<file path="src/rtl/core101_pkg.sv">
// Shared Core101 definitions: fetch FSM state encoding, PC increment and default reset vector.
package core101_pkg;

   typedef enum logic [1:0] {
      FETCH_IDLE = 2'd0,
      FETCH_REQ  = 2'd1,
      FETCH_WAIT = 2'd2,
      FETCH_DROP = 2'd3
   } fetch_state_e;

   localparam int unsigned PC_STEP              = 4;
   localparam int unsigned FETCH_QUEUE_DEPTH    = 2;
   localparam logic [31:0] DEFAULT_RESET_VECTOR = 32'h0000_0000;

endpackage

</file>
<file path="src/rtl/fetch_unit_if.sv">
// Fetch bus bundle: instruction-memory request/response, redirect and decode handshake.
// fetch_misalign_fault exists only when FETCH_MISALIGN_TRAP_EN is defined.
interface fetch_unit_if #(
   parameter int ADDR_WIDTH = 32,
   parameter int DATA_WIDTH = 32
);
   // Handshakes: a transfer happens on a rising edge where valid & ready are both high;
   // the sender holds valid and its payload stable until then. rsp_valid has no ready.
   logic                  fetch_mem_req_valid;
   logic                  fetch_mem_req_ready;
   logic [ADDR_WIDTH-1:0] fetch_mem_req_addr;
   logic                  fetch_mem_rsp_valid;
   logic [DATA_WIDTH-1:0] fetch_mem_rsp_data;
   logic                  fetch_redirect_valid;
   logic [ADDR_WIDTH-1:0] fetch_redirect_addr;
   logic                  fetch_out_valid;
   logic                  fetch_out_ready;
   logic [ADDR_WIDTH-1:0] fetch_out_pc;
   logic [DATA_WIDTH-1:0] fetch_out_instr;
`ifdef FETCH_MISALIGN_TRAP_EN
   logic                  fetch_misalign_fault;
`endif

   modport master (
`ifdef FETCH_MISALIGN_TRAP_EN
      output fetch_misalign_fault,
`endif
      output fetch_mem_req_valid, fetch_mem_req_addr,
      input  fetch_mem_req_ready, fetch_mem_rsp_valid, fetch_mem_rsp_data,
      input  fetch_redirect_valid, fetch_redirect_addr,
      output fetch_out_valid, fetch_out_pc, fetch_out_instr,
      input  fetch_out_ready
   );

   modport slave (
`ifdef FETCH_MISALIGN_TRAP_EN
      input  fetch_misalign_fault,
`endif
      input  fetch_mem_req_valid, fetch_mem_req_addr,
      output fetch_mem_req_ready, fetch_mem_rsp_valid, fetch_mem_rsp_data,
      output fetch_redirect_valid, fetch_redirect_addr,
      input  fetch_out_valid, fetch_out_pc, fetch_out_instr,
      output fetch_out_ready
   );

endinterface

</file>
<file path="src/rtl/fetch_queue.sv">
// Two-entry first-word-fall-through queue of {pc, instr}; entry 0 is always the head.
module fetch_queue #(
   parameter int ADDR_WIDTH = 32,
   parameter int DATA_WIDTH = 32
) (
   input  logic                  clk_i,
   input  logic                  rst_ni,
   input  logic                  push_i,
   input  logic [ADDR_WIDTH-1:0] push_pc_i,
   input  logic [DATA_WIDTH-1:0] push_instr_i,
   input  logic                  pop_i,
   input  logic                  flush_i,
   output logic [1:0]            count_o,
   output logic [ADDR_WIDTH-1:0] head_pc_o,
   output logic [DATA_WIDTH-1:0] head_instr_o
);

   logic [ADDR_WIDTH-1:0] pc0_q, pc0_d, pc1_q, pc1_d;
   logic [DATA_WIDTH-1:0] instr0_q, instr0_d, instr1_q, instr1_d;
   logic [1:0]            count_q, count_d, slot;
   logic                  do_pop, do_push;

   always_comb begin
      pc0_d    = pc0_q;
      pc1_d    = pc1_q;
      instr0_d = instr0_q;
      instr1_d = instr1_q;
      do_pop   = pop_i && (count_q != 2'd0);
      // Slot the incoming word lands in once the head (if popped) has shifted out.
      slot     = count_q - {1'b0, do_pop};
      do_push  = push_i && (slot != 2'd2);
      if (do_pop) begin
         pc0_d    = pc1_q;
         instr0_d = instr1_q;
      end
      if (do_push) begin
         if (slot == 2'd0) begin
            pc0_d    = push_pc_i;
            instr0_d = push_instr_i;
         end else begin
            pc1_d    = push_pc_i;
            instr1_d = push_instr_i;
         end
      end
      count_d = flush_i ? 2'd0 : slot + {1'b0, do_push};
   end

   always_ff @(posedge clk_i or negedge rst_ni) begin
      if (!rst_ni) begin
         pc0_q    <= '0;
         pc1_q    <= '0;
         instr0_q <= '0;
         instr1_q <= '0;
         count_q  <= 2'd0;
      end else begin
         pc0_q    <= pc0_d;
         pc1_q    <= pc1_d;
         instr0_q <= instr0_d;
         instr1_q <= instr1_d;
         count_q  <= count_d;
      end
   end

   assign count_o      = count_q;
   assign head_pc_o    = pc0_q;
   assign head_instr_o = instr0_q;

endmodule

</file>
<file path="src/rtl/fetch_unit.sv">
// Core101 instruction fetch: owns the PC, keeps one memory request in flight and feeds decode.
// Optional build macro FETCH_MISALIGN_TRAP_EN traps misaligned redirects instead of aligning them.
module fetch_unit
   import core101_pkg::*;
#(
   parameter int                    DATA_WIDTH   = 32,
   parameter int                    ADDR_WIDTH   = 32,
   parameter logic [ADDR_WIDTH-1:0] RESET_VECTOR = ADDR_WIDTH'(DEFAULT_RESET_VECTOR)
) (
   input  logic                fetch_clock_input,
   input  logic                fetch_reset_n_input,
   fetch_unit_if.master        bus,
   output logic [1:0]          dbg_state_o
);

   fetch_state_e          state_q, state_d;
   logic [ADDR_WIDTH-1:0] pc_q, pc_d, req_pc_q, req_pc_d, redirect_pc;
   logic [1:0]            q_count;
   logic                  outstanding, credit_ok, req_fire, push, pop;
   logic                  park_hold, misaligned;

   assign outstanding             = (state_q == FETCH_WAIT) || (state_q == FETCH_DROP);
   assign credit_ok               = (q_count + {1'b0, outstanding}) < 2'(FETCH_QUEUE_DEPTH);
   assign bus.fetch_mem_req_valid = (state_q == FETCH_REQ) && credit_ok;
   assign bus.fetch_mem_req_addr  = pc_q;
   assign req_fire                = bus.fetch_mem_req_valid && bus.fetch_mem_req_ready;
   assign bus.fetch_out_valid     = (q_count != 2'd0);
   assign pop                     = bus.fetch_out_valid && bus.fetch_out_ready;
   assign dbg_state_o             = state_q;

`ifdef FETCH_MISALIGN_TRAP_EN
   logic parked_q, parked_d, fault_q;

   assign misaligned               = bus.fetch_redirect_valid && (bus.fetch_redirect_addr[1:0] != 2'b00);
   assign redirect_pc              = bus.fetch_redirect_addr;
   assign park_hold                = parked_q;
   assign parked_d                 = bus.fetch_redirect_valid ? misaligned : parked_q;
   assign bus.fetch_misalign_fault = fault_q;

   always_ff @(posedge fetch_clock_input or negedge fetch_reset_n_input) begin
      if (!fetch_reset_n_input) begin
         parked_q <= 1'b0;
         fault_q  <= 1'b0;
      end else begin
         parked_q <= parked_d;
         fault_q  <= misaligned;
      end
   end
`else
   logic unused_redirect_lsbs;

   assign unused_redirect_lsbs = ^bus.fetch_redirect_addr[1:0];
   assign misaligned           = 1'b0;
   assign redirect_pc          = {bus.fetch_redirect_addr[ADDR_WIDTH-1:2], 2'b00};
   assign park_hold            = 1'b0;
`endif

   always_comb begin
      state_d  = state_q;
      pc_d     = pc_q;
      req_pc_d = req_pc_q;
      push     = 1'b0;
      case (state_q)
         FETCH_IDLE: if (!park_hold) state_d = FETCH_REQ;
         FETCH_REQ: if (req_fire) begin
            pc_d     = pc_q + ADDR_WIDTH'(PC_STEP);
            req_pc_d = pc_q;
            state_d  = FETCH_WAIT;
         end
         FETCH_WAIT: if (bus.fetch_mem_rsp_valid) begin
            push    = 1'b1;
            state_d = FETCH_REQ;
         end
         FETCH_DROP: if (bus.fetch_mem_rsp_valid) state_d = FETCH_REQ;
         default: state_d = FETCH_IDLE;
      endcase
      // Redirect wins over everything; a request still in flight must be drained in DROP.
      if (bus.fetch_redirect_valid) begin
         push = 1'b0;
         pc_d = redirect_pc;
         case (state_q)
            FETCH_WAIT, FETCH_DROP: state_d = bus.fetch_mem_rsp_valid ? FETCH_REQ : FETCH_DROP;
            FETCH_REQ:              state_d = req_fire ? FETCH_DROP : FETCH_REQ;
            default:                state_d = FETCH_REQ;
         endcase
         if (misaligned) begin
            pc_d    = pc_q;
            state_d = FETCH_IDLE;
         end
      end
   end

   always_ff @(posedge fetch_clock_input or negedge fetch_reset_n_input) begin
      if (!fetch_reset_n_input) begin
         state_q  <= FETCH_IDLE;
         pc_q     <= RESET_VECTOR;
         req_pc_q <= '0;
      end else begin
         state_q  <= state_d;
         pc_q     <= pc_d;
         req_pc_q <= req_pc_d;
      end
   end

   fetch_queue #(
      .ADDR_WIDTH(ADDR_WIDTH),
      .DATA_WIDTH(DATA_WIDTH)
   ) u_queue (
      .clk_i       (fetch_clock_input),
      .rst_ni      (fetch_reset_n_input),
      .push_i      (push),
      .push_pc_i   (req_pc_q),
      .push_instr_i(bus.fetch_mem_rsp_data),
      .pop_i       (pop),
      .flush_i     (bus.fetch_redirect_valid),
      .count_o     (q_count),
      .head_pc_o   (bus.fetch_out_pc),
      .head_instr_o(bus.fetch_out_instr)
   );

endmodule

</file>
<file path="src/flat_wrapper.sv">
// flat-port wrapper written by rule: the top's interface ports become plain ports
module fetch_unit_flat import core101_pkg::*;
#(
   parameter int                    DATA_WIDTH   = 32,
   parameter int                    ADDR_WIDTH   = 32,
   parameter logic [ADDR_WIDTH-1:0] RESET_VECTOR = ADDR_WIDTH'(DEFAULT_RESET_VECTOR)
)
  (fetch_clock_input, fetch_reset_n_input, dbg_state_o, bus_fetch_mem_req_valid, bus_fetch_mem_req_addr, bus_fetch_mem_req_ready, bus_fetch_mem_rsp_valid, bus_fetch_mem_rsp_data, bus_fetch_redirect_valid, bus_fetch_redirect_addr, bus_fetch_out_valid, bus_fetch_out_pc, bus_fetch_out_instr, bus_fetch_out_ready);
  fetch_unit_if #(.ADDR_WIDTH(ADDR_WIDTH), .DATA_WIDTH(DATA_WIDTH)) bus_i ();
  input  logic fetch_clock_input;
  input  logic fetch_reset_n_input;
  output logic [1:0] dbg_state_o;
  output wire logic [$bits(bus_i.fetch_mem_req_valid)-1:0] bus_fetch_mem_req_valid;
  output wire logic [$bits(bus_i.fetch_mem_req_addr)-1:0] bus_fetch_mem_req_addr;
  input wire logic [$bits(bus_i.fetch_mem_req_ready)-1:0] bus_fetch_mem_req_ready;
  input wire logic [$bits(bus_i.fetch_mem_rsp_valid)-1:0] bus_fetch_mem_rsp_valid;
  input wire logic [$bits(bus_i.fetch_mem_rsp_data)-1:0] bus_fetch_mem_rsp_data;
  input wire logic [$bits(bus_i.fetch_redirect_valid)-1:0] bus_fetch_redirect_valid;
  input wire logic [$bits(bus_i.fetch_redirect_addr)-1:0] bus_fetch_redirect_addr;
  output wire logic [$bits(bus_i.fetch_out_valid)-1:0] bus_fetch_out_valid;
  output wire logic [$bits(bus_i.fetch_out_pc)-1:0] bus_fetch_out_pc;
  output wire logic [$bits(bus_i.fetch_out_instr)-1:0] bus_fetch_out_instr;
  input wire logic [$bits(bus_i.fetch_out_ready)-1:0] bus_fetch_out_ready;
  assign bus_fetch_mem_req_valid = bus_i.fetch_mem_req_valid;
  assign bus_fetch_mem_req_addr = bus_i.fetch_mem_req_addr;
  assign bus_i.fetch_mem_req_ready = bus_fetch_mem_req_ready;
  assign bus_i.fetch_mem_rsp_valid = bus_fetch_mem_rsp_valid;
  assign bus_i.fetch_mem_rsp_data = bus_fetch_mem_rsp_data;
  assign bus_i.fetch_redirect_valid = bus_fetch_redirect_valid;
  assign bus_i.fetch_redirect_addr = bus_fetch_redirect_addr;
  assign bus_fetch_out_valid = bus_i.fetch_out_valid;
  assign bus_fetch_out_pc = bus_i.fetch_out_pc;
  assign bus_fetch_out_instr = bus_i.fetch_out_instr;
  assign bus_i.fetch_out_ready = bus_fetch_out_ready;
  fetch_unit #(.DATA_WIDTH(DATA_WIDTH), .ADDR_WIDTH(ADDR_WIDTH), .RESET_VECTOR(RESET_VECTOR)) u_core (.fetch_clock_input(fetch_clock_input), .fetch_reset_n_input(fetch_reset_n_input), .bus(bus_i), .dbg_state_o(dbg_state_o));
endmodule
</file>
<file path="config.mk">
export PLATFORM = sky130hd
export DESIGN_NAME = fetch_unit_flat
export DESIGN_NICKNAME = d
export VERILOG_FILES = /design/src/rtl/core101_pkg.sv /design/src/rtl/fetch_unit_if.sv /design/src/rtl/fetch_queue.sv /design/src/rtl/fetch_unit.sv /design/src/flat_wrapper.sv
export SDC_FILE = /design/constraint.sdc
export NUM_CORES = 1
export LEC_CHECK = 0
export ABC_AREA = 0
export CAP_MARGIN = 20
export CORE_ASPECT_RATIO = 1.2
export CORE_MARGIN = 3
export CORE_UTILIZATION = 50
export DETAILED_ROUTE_END_ITERATION = 10
export GPL_TIMING_DRIVEN = 0
export HOLD_SLACK_MARGIN = 0.1
export PLACE_DENSITY = 0.78
export SYNTH_ARGS = -nofsm -noshare
export SYNTH_HDL_FRONTEND = slang
export SYNTH_SLANG_ARGS = --single-unit
</file>
<file path="constraint.sdc">
create_clock -name fetch_clock_input -period 3.8 [get_ports fetch_clock_input]
set_input_delay 0.95 -clock fetch_clock_input [delete_from_list [all_inputs] [get_ports fetch_clock_input]]
set_output_delay 0.95 -clock fetch_clock_input [all_outputs]
set_load 0.03 [all_outputs]
</file>
==> results of run 1 <==
[power groups by stage]
| stage | Sequential [W] | Clock, W | Combinational [W] |
|---|---|---|---|
| after floorplan | 0.00378 | 0 | 0.00124 |
| after CTS | 0.00317 | 0.00178 | 0.00311 |
| after detailed placement | 0.00321 | 0 | 0.00309 |
| after global placement | 0.00318 | 0 | 0.00302 |
| after global routing | 0.00326 | 0.00187 | 0.00332 |
| final | 0.00317 | 0.00175 | 0.00307 |
[registers in the layout, summed over array words and instances, names as in the netlist]
name,cells
u_core.bus.fetch_mem_req_addr,30
u_core.dbg_state_o,2
u_core.req_pc_q,30
u_core.u_queue.count_o,2
u_core.u_queue.head_instr_o,32
u_core.u_queue.head_pc_o,32
u_core.u_queue.instr1_q,32
u_core.u_queue.pc1_q,30
[layout make-up]
type / count / area, µm² / area share, %
buffer: 50 / 216.5 / 2.010
clock buffer: 22 / 464.2 / 4.310
multi-input combinational: 508 / 3252 / 30.19
sequential: 190 / 4755 / 44.15
inverter: 7 / 26.28 / 0.2440
tap: 208 / 260.3 / 2.416
clock inverter: 10 / 112.6 / 1.046
timing repair buffer: 166 / 1684 / 15.64
[logic make-up after synthesis]
logic type | after synthesis | share of synthesized area [%]
flops | 190 | 57.75
buf+inv | 57 | 2.872
other cells | 1 | 0.04555
simple gates | 253 | 13.89
xor+xnor | 11 | 1.170
mux | 126 | 16.28
fa+ha+maj | 2 | 0.3039
compound gates | 114 | 7.690
[worst max path at each step]
stage	end	slack (ns)	depth (start not counted)
after floorplan	u_core.u_queue.instr1_q[0]$_DFFE_PN0P_	0.72	8
after global placement	u_core.u_queue.head_instr_o[24]$_DFF_PN0_	-6.05	1
after detailed placement	u_core.u_queue.instr1_q[30]$_DFFE_PN0P_	-0.47	9
after CTS	u_core.u_queue.head_pc_o[18]$_DFF_PN0_	0.001	12
after global routing	u_core.u_queue.instr1_q[31]$_DFFE_PN0P_	0.01	9
final	u_core.u_queue.instr1_q[12]$_DFFE_PN0P_	0.18	9
[critical path, stage by stage]
cell             delay, ns
clkdlybuf4s50_1       0.40
nand2_1               0.07
buf_2                 0.30
buf_2                 0.35
inv_1                 0.09
ha_1                  0.34
nor3_4                0.48
clkbuf_1              0.53
mux2_2                0.41
[stage by stage]
stage | TNS, ns | cell area (µm²) | std cells | power, W | util, %
floorplan | 0 | 8237 | 755 | 0.005016 | -
global placement | -1180.67 | 10150 | 1128 | 0.006202 | 63.87
detailed placement | -37.40 | 10180 | 1129 | 0.006294 | 64.07
CTS | 0 | 10760 | 1161 | 0.008065 | 67.74
global route | 0 | 10770 | 1161 | 0.008457 | 67.78
finish | 0 | 10770 | 1161 | 0.007991 | 67.78
[metal layers]
layer	vias up	part of all wire, %	track usage [%]	wire [µm]
met3	14	5.7	5.347	1122
met2	167	51	37.28	9973
met4	0	1.0	5.762	203
met1	3021	42	29.14	8241
li1	3005	-	-	-
met5	-	0	0	0
[what timing repair did]
| item | in CTS | in global routing |
|---|---|---|
| setup endpoints to repair | 35 | 35 |
| hold endpoints to repair | 0 | 0 |
| gates resized for setup | 1 | 8 |
| cloned | 0 | 0 |
[cell usage after synthesis (all sizes together), types with 2 or more instances]
cell and number:
clkbuf 28, o21ai 17, nand3 13, nand4 10, nor2 78, nand2 107, mux2i 63, buf 22
nor4 2, o31ai 14, ha 2, xnor2 6, a31oi 16, a21oi 64, xor2 5, dfrtp 190
and3 11, or4 17, inv 7, nor3 2, o211ai 3, or2 2, mux2 63, or3 3
==> results.yml, run 1 <==
clock_network:
  numCtsBuffers: 17
  cts-hold-fix-buffers: 0
  post-cts-setup-buffers: 0
  clk_pin_slew_ns: 0.07
  max-clock-path-buffers: 2
  htreeDepth: 4
  cts_tree: "built"
  root_buffer: "clkbuf_16"
  clkLatencyLatePin_ns: 0.42
  cts_sinks: 190
worst_setup_path:
  crit_start: "bus_fetch_out_ready"
  ff2ff_path_depth: 9
  worstPathArrival_ns: 3.92
  critPathMaxFanout: 10
  critPathLaunchType: "primary input"
  crit_type: "primary input to flop"
  reg2reg_from: "u_core.u_queue.count_o[1]$_DFF_PN0_"
  required_ns: 4.10
  reg2reg_slack_ns: 0.27
  r2r-end: "u_core.u_queue.instr1_q[12]$_DFFE_PN0P_"
  critPathCaptureType: "flop"
floorplanning:
  die_w_um: 123.1
  core_area_um2: 15890
  num_rows: 50
  die-area_um2: 18050
  pin_count: 170
  initial_core_util_pct: 51.81
  fp.dieH_um: 146.6
layout:
  areaGrowthSynthToFinish_pct: 30.82
  drive_above_1_share_pct: 11.96
  fin_nets: 1012
  layout_common_cells: "dfrtp_1 (190), clkdlybuf4s50_1 (164), nand2_1 (107), nor2_1 (78), a21oi_1 (64)"
  antenna_cells: 0
  final_common_cell: "dfrtp_1"
  nFillCells: 1310
sta:
  slew_viol_final: 0
  min_period_ns: 3.620
  fin_ws_ns: 0.1800
  fin_skew_ns: 0.007484
  hold_slack_ns: 0.5005
  fmax_ghz: 0.2762
  maxSlewHeadroom_pct: 53.23
  tightest_slew_ns: 0.7016
  rsz0062_at_grt: "no"
  finalHoldViolations: 0
  period_share_pct: 95.26
  finalSetupViolations: 0
drt:
  wl_per_cell_um: 16.83
  drt_iter0_drc: 410
  firstDrtPassIters: 4
  routed_wl_mm: 19.54
  ant_nets: 0
  drc: 0
  drt-vias-per-instance: 5.346
  vias: 6207
power:
  swShare_pct: 36.49
  share_comb_of_total_power_pct: 38.5
  p_int_w: 0.005075
  power.density_nw_per_um2: 741.9
  p_leak_nw: 5.286
  ir_drop_mv: 0.3679
  seqPwrFrac_pct: 39.7
  p_clk_share_pct: 21.9
  p_switching_w: 0.002916
placed_design:
  dp_hpwl_mm: 13.94
  io_buffers: 165
  pre_cts_ws_ns: -0.4706
  place_congestion: 0.8704
yosys:
  async_reset_ff_share_pct: 100.0
  synth_seq_cells: 190
  synth-seq-area-share_pct: 57.75
  avgSynthCellArea_um2: 10.92
  yosysWarnings: 0
  ys_dominant_reg_cell: "dfrtp_1"
  syn-instance-count: 754
  synth_top_area_cell: "dfrtp_1"
  syn_area_um2: 8233
  yosysUniqueCellTypes: 36
  synth_area_leaders: "dfrtp_1 (58%), mux2_2 (8.6%), mux2i_1 (7.7%)"
  synth_edf_count: 0
  synth_top_area_share_pct: 57.75
run_status:
  outcome: "finished clean"
global_routing:
  track_usage_pct: 22.31
  grt_pass1_wl_mm: 31.72
  grt_pass1_vias: 6254
  grt_max_degree: 109
  antenna_found_initial: 0
  grt_overflow_total: 0
worst_hold_path:
  worst_hold_path.num_cells: 2
  worstHoldStart: "u_core.req_pc_q[11]$_DFFE_PN0P_"
  hold_path.class: "flop to flop"
  min_to: "u_core.req_pc_q[11]$_DFFE_PN0P_"
job:
  maxCapViolCount: 0
No activity file was read; power rests on OpenSTA's default activity.
==> run 2: changes to the inputs <==
Settings changed: SKIP_CTS_REPAIR_TIMING from default to 1.
==> results of run 2 <==
No change in the layout: final DEF, timing and power equal those of run 1.
Main changes from that run: wire length of the first global-routing pass 31720 µm -> 31730 µm; via count of the first global-routing pass 6254 -> 6255; met1 usage 29.14% -> 29.16%
==> run 3: changes to the inputs <==
Settings changed: CELL_PAD_IN_SITES_DETAIL_PLACEMENT from default to 2, CELL_PAD_IN_SITES_GLOBAL_PLACEMENT from default to 2, CORE_UTILIZATION 50 to 33, PLACE_DENSITY 0.78 to default, PLACE_DENSITY_LB_ADDON from default to 0.1, SKIP_LAST_GASP from default to 1.
==> run 3 against run 2 <==
  * Clock power is 9.7% higher
  * Die area is 49% higher
  * Core utilization is 22 points lower
  * Worst hold slack improved by 0.0060 ns
  * Clock skew increased by 0.0042 ns
  * Non-clock buffer count up 2
  * First-iteration DRC count is 66% lower
  * Flip-flop and latch count unchanged
  * Total power increased by 4.0%
  * Critical path depth unchanged
  * Critical path type unchanged
  * Critical endpoint is now u_core.u_queue.pc1_q[4]$_DFFE_PN0P_
  * Largest cell class unchanged
==> results.yml, run 3 (synthesis gave the netlist of run 1 again) <==
floorplanning:
  pin_count: 170
  fp.dieH_um: 179.0
  die-area_um2: 26890
  initial_core_util_pct: 34.02
  core_area_um2: 24200
  die_w_um: 150.2
  num_rows: 62
power:
  p_leak_nw: 5.330
  power.density_nw_per_um2: 757.3
  ir_drop_mv: 0.3328
global_routing:
  grt_overflow_total: 0
  track_usage_pct: 19.60
  antenna_found_initial: 0
  grt_max_degree: 105
  grt_pass1_vias: 7438
  grt_pass1_wl_mm: 40.83
clock_network:
  cts_sinks: 190
  clkLatencyLatePin_ns: 0.44
  numCtsBuffers: 17
  htreeDepth: 4
  clk_pin_slew_ns: 0.07
  root_buffer: "clkbuf_16"
  max-clock-path-buffers: 2
  cts_tree: "built"
drt:
  ant_nets: 0
  drt_iter0_drc: 141
  drc: 0
  drt-vias-per-instance: 5.066
  wl_per_cell_um: 19.84
  vias: 6459
  firstDrtPassIters: 4
  routed_wl_mm: 25.30
worst_setup_path:
  cp_slowest_cell: "nor3_4"
  crit_start: "bus_fetch_out_ready"
  r2r-end: "u_core.u_queue.pc1_q[4]$_DFFE_PN0P_"
  worstPathArrival_ns: 3.85
  crit_type: "primary input to flop"
  required_ns: 4.12
  cp.depth: 9
  critPathMaxFanout: 10
  crit_end: "u_core.u_queue.pc1_q[4]$_DFFE_PN0P_"
  critPathLaunchType: "primary input"
  reg2reg_from: "u_core.u_queue.count_o[1]$_DFF_PN0_"
  cpMostUsedCell: "buf_2"
  critPathCaptureType: "flop"
  critPathTopFamily: "buffers and inverters"
  reg2reg_slack_ns: 0.29
  cp_num_buf_inv: 5
  ff2ff_path_depth: 9
  slowest_delay_ns: 0.52
  cp_cell_sequence: "clkdlybuf4s50_1, nand2_1, buf_2, buf_2, inv_1, ha_1, nor3_4, clkbuf_2, mux2_2"
layout:
  nFillCells: 2590
  instances_no_fill: 1275
  drive_above_1_share_pct: 12.77
  layout_common_cells: "dfrtp_1 (190), clkdlybuf4s50_1 (164), nand2_1 (107), nor2_1 (78), a21oi_1 (64)"
  fin_nets: 1014
  antenna_cells: 0
  final_util_pct: 45.35
  final_common_cell: "dfrtp_1"
  areaGrowthSynthToFinish_pct: 33.31
placed_design:
  dp_cells: 1241
  dp_hpwl_mm: 18.34
  io_buffers: 165
  place_congestion: 0.8012
sta:
  finalHoldViolations: 0
  tns_ns: 0
  min_period_ns: 3.539
  fmax_ghz: 0.2826
  rsz0062_at_grt: "no"
  fin_skew_ns: 0.01166
  slew_viol_final: 0
  maxSlewHeadroom_pct: 49.00
  period_share_pct: 93.14
  tightest_slew_ns: 0.7650
  finalSetupViolations: 0
job:
  maxCapViolCount: 0
worst_hold_path:
  hold_path.class: "primary input to async pin"
run_status:
  outcome: "finished clean"
## run 3: cell count changes in the layout (fill, tap and decap cells not counted), sizes merged
cell,delta
buf,+4
inv,+1
bufinv,+2
clkbuf,-6
clkinv,+1
## run 3: layout make-up
cell class | instances | area (µm²) | area share [%]
Buffer | 49 | 216.5 | 1.972
Clock buffer | 18 | 429.2 | 3.910
Clock inverter | 14 | 190.2 | 1.733
Inverter | 7 | 26.28 | 0.2394
Multi-Input combinational cell | 508 | 3252 | 29.63
Sequential cell | 190 | 4755 | 43.32
Tap cell | 320 | 400.4 | 3.648
Timing Repair Buffer | 169 | 1707 | 15.55
## run 3: worst min path at each step
stage          depth (start not counted)                               startpoint                                   endpoint
2_1_floorplan                          2          u_core.req_pc_q[20]$_DFFE_PN0P_            u_core.req_pc_q[20]$_DFFE_PN0P_
3_3_place_gp                           1  u_core.u_queue.instr1_q[18]$_DFFE_PN0P_    u_core.u_queue.instr1_q[18]$_DFFE_PN0P_
3_5_place_dp                           1     u_core.u_queue.pc1_q[19]$_DFFE_PN0P_       u_core.u_queue.pc1_q[19]$_DFFE_PN0P_
4_1_cts                                2          u_core.req_pc_q[24]$_DFFE_PN0P_            u_core.req_pc_q[24]$_DFFE_PN0P_
5_1_grt                                1      u_core.u_queue.pc1_q[9]$_DFFE_PN0P_        u_core.u_queue.pc1_q[9]$_DFFE_PN0P_
6_report                               1                      fetch_reset_n_input  u_core.u_queue.head_instr_o[28]$_DFF_PN0_
## run 3: metrics by stage
step	worst slack, ns	hold WS, ns	instance area [µm²]	total power [W]
after floorplan	0.7151	0.4635	8237	0.005016
after global placement	-6.191	0.4879	10290	0.006264
after detailed placement	-0.7663	0.4959	10320	0.006470
after CTS	-0.3120	0.5101	10940	0.008450
after global routing	0.04975	0.5211	10980	0.008828
final	0.2609	0.5065	10980	0.008312
## run 3: routing by layer
layer  track usage [%]  wire [µm]  vias to the layer above  share of wire [%]
met5                 0          0                        -                  0
met4             5.683        402                        0                1.6
met3             3.287        855                       26                3.4
met2             35.15      13290                      137                 53
met1             24.22      10750                     3298                 42
li1                  -          -                     2998                  -
## run 3: power by group
group	internal, W	switching [W]
logic	0.00137	0.00180
registers	0.00270	0.000520
clock network	0.00110	0.000816
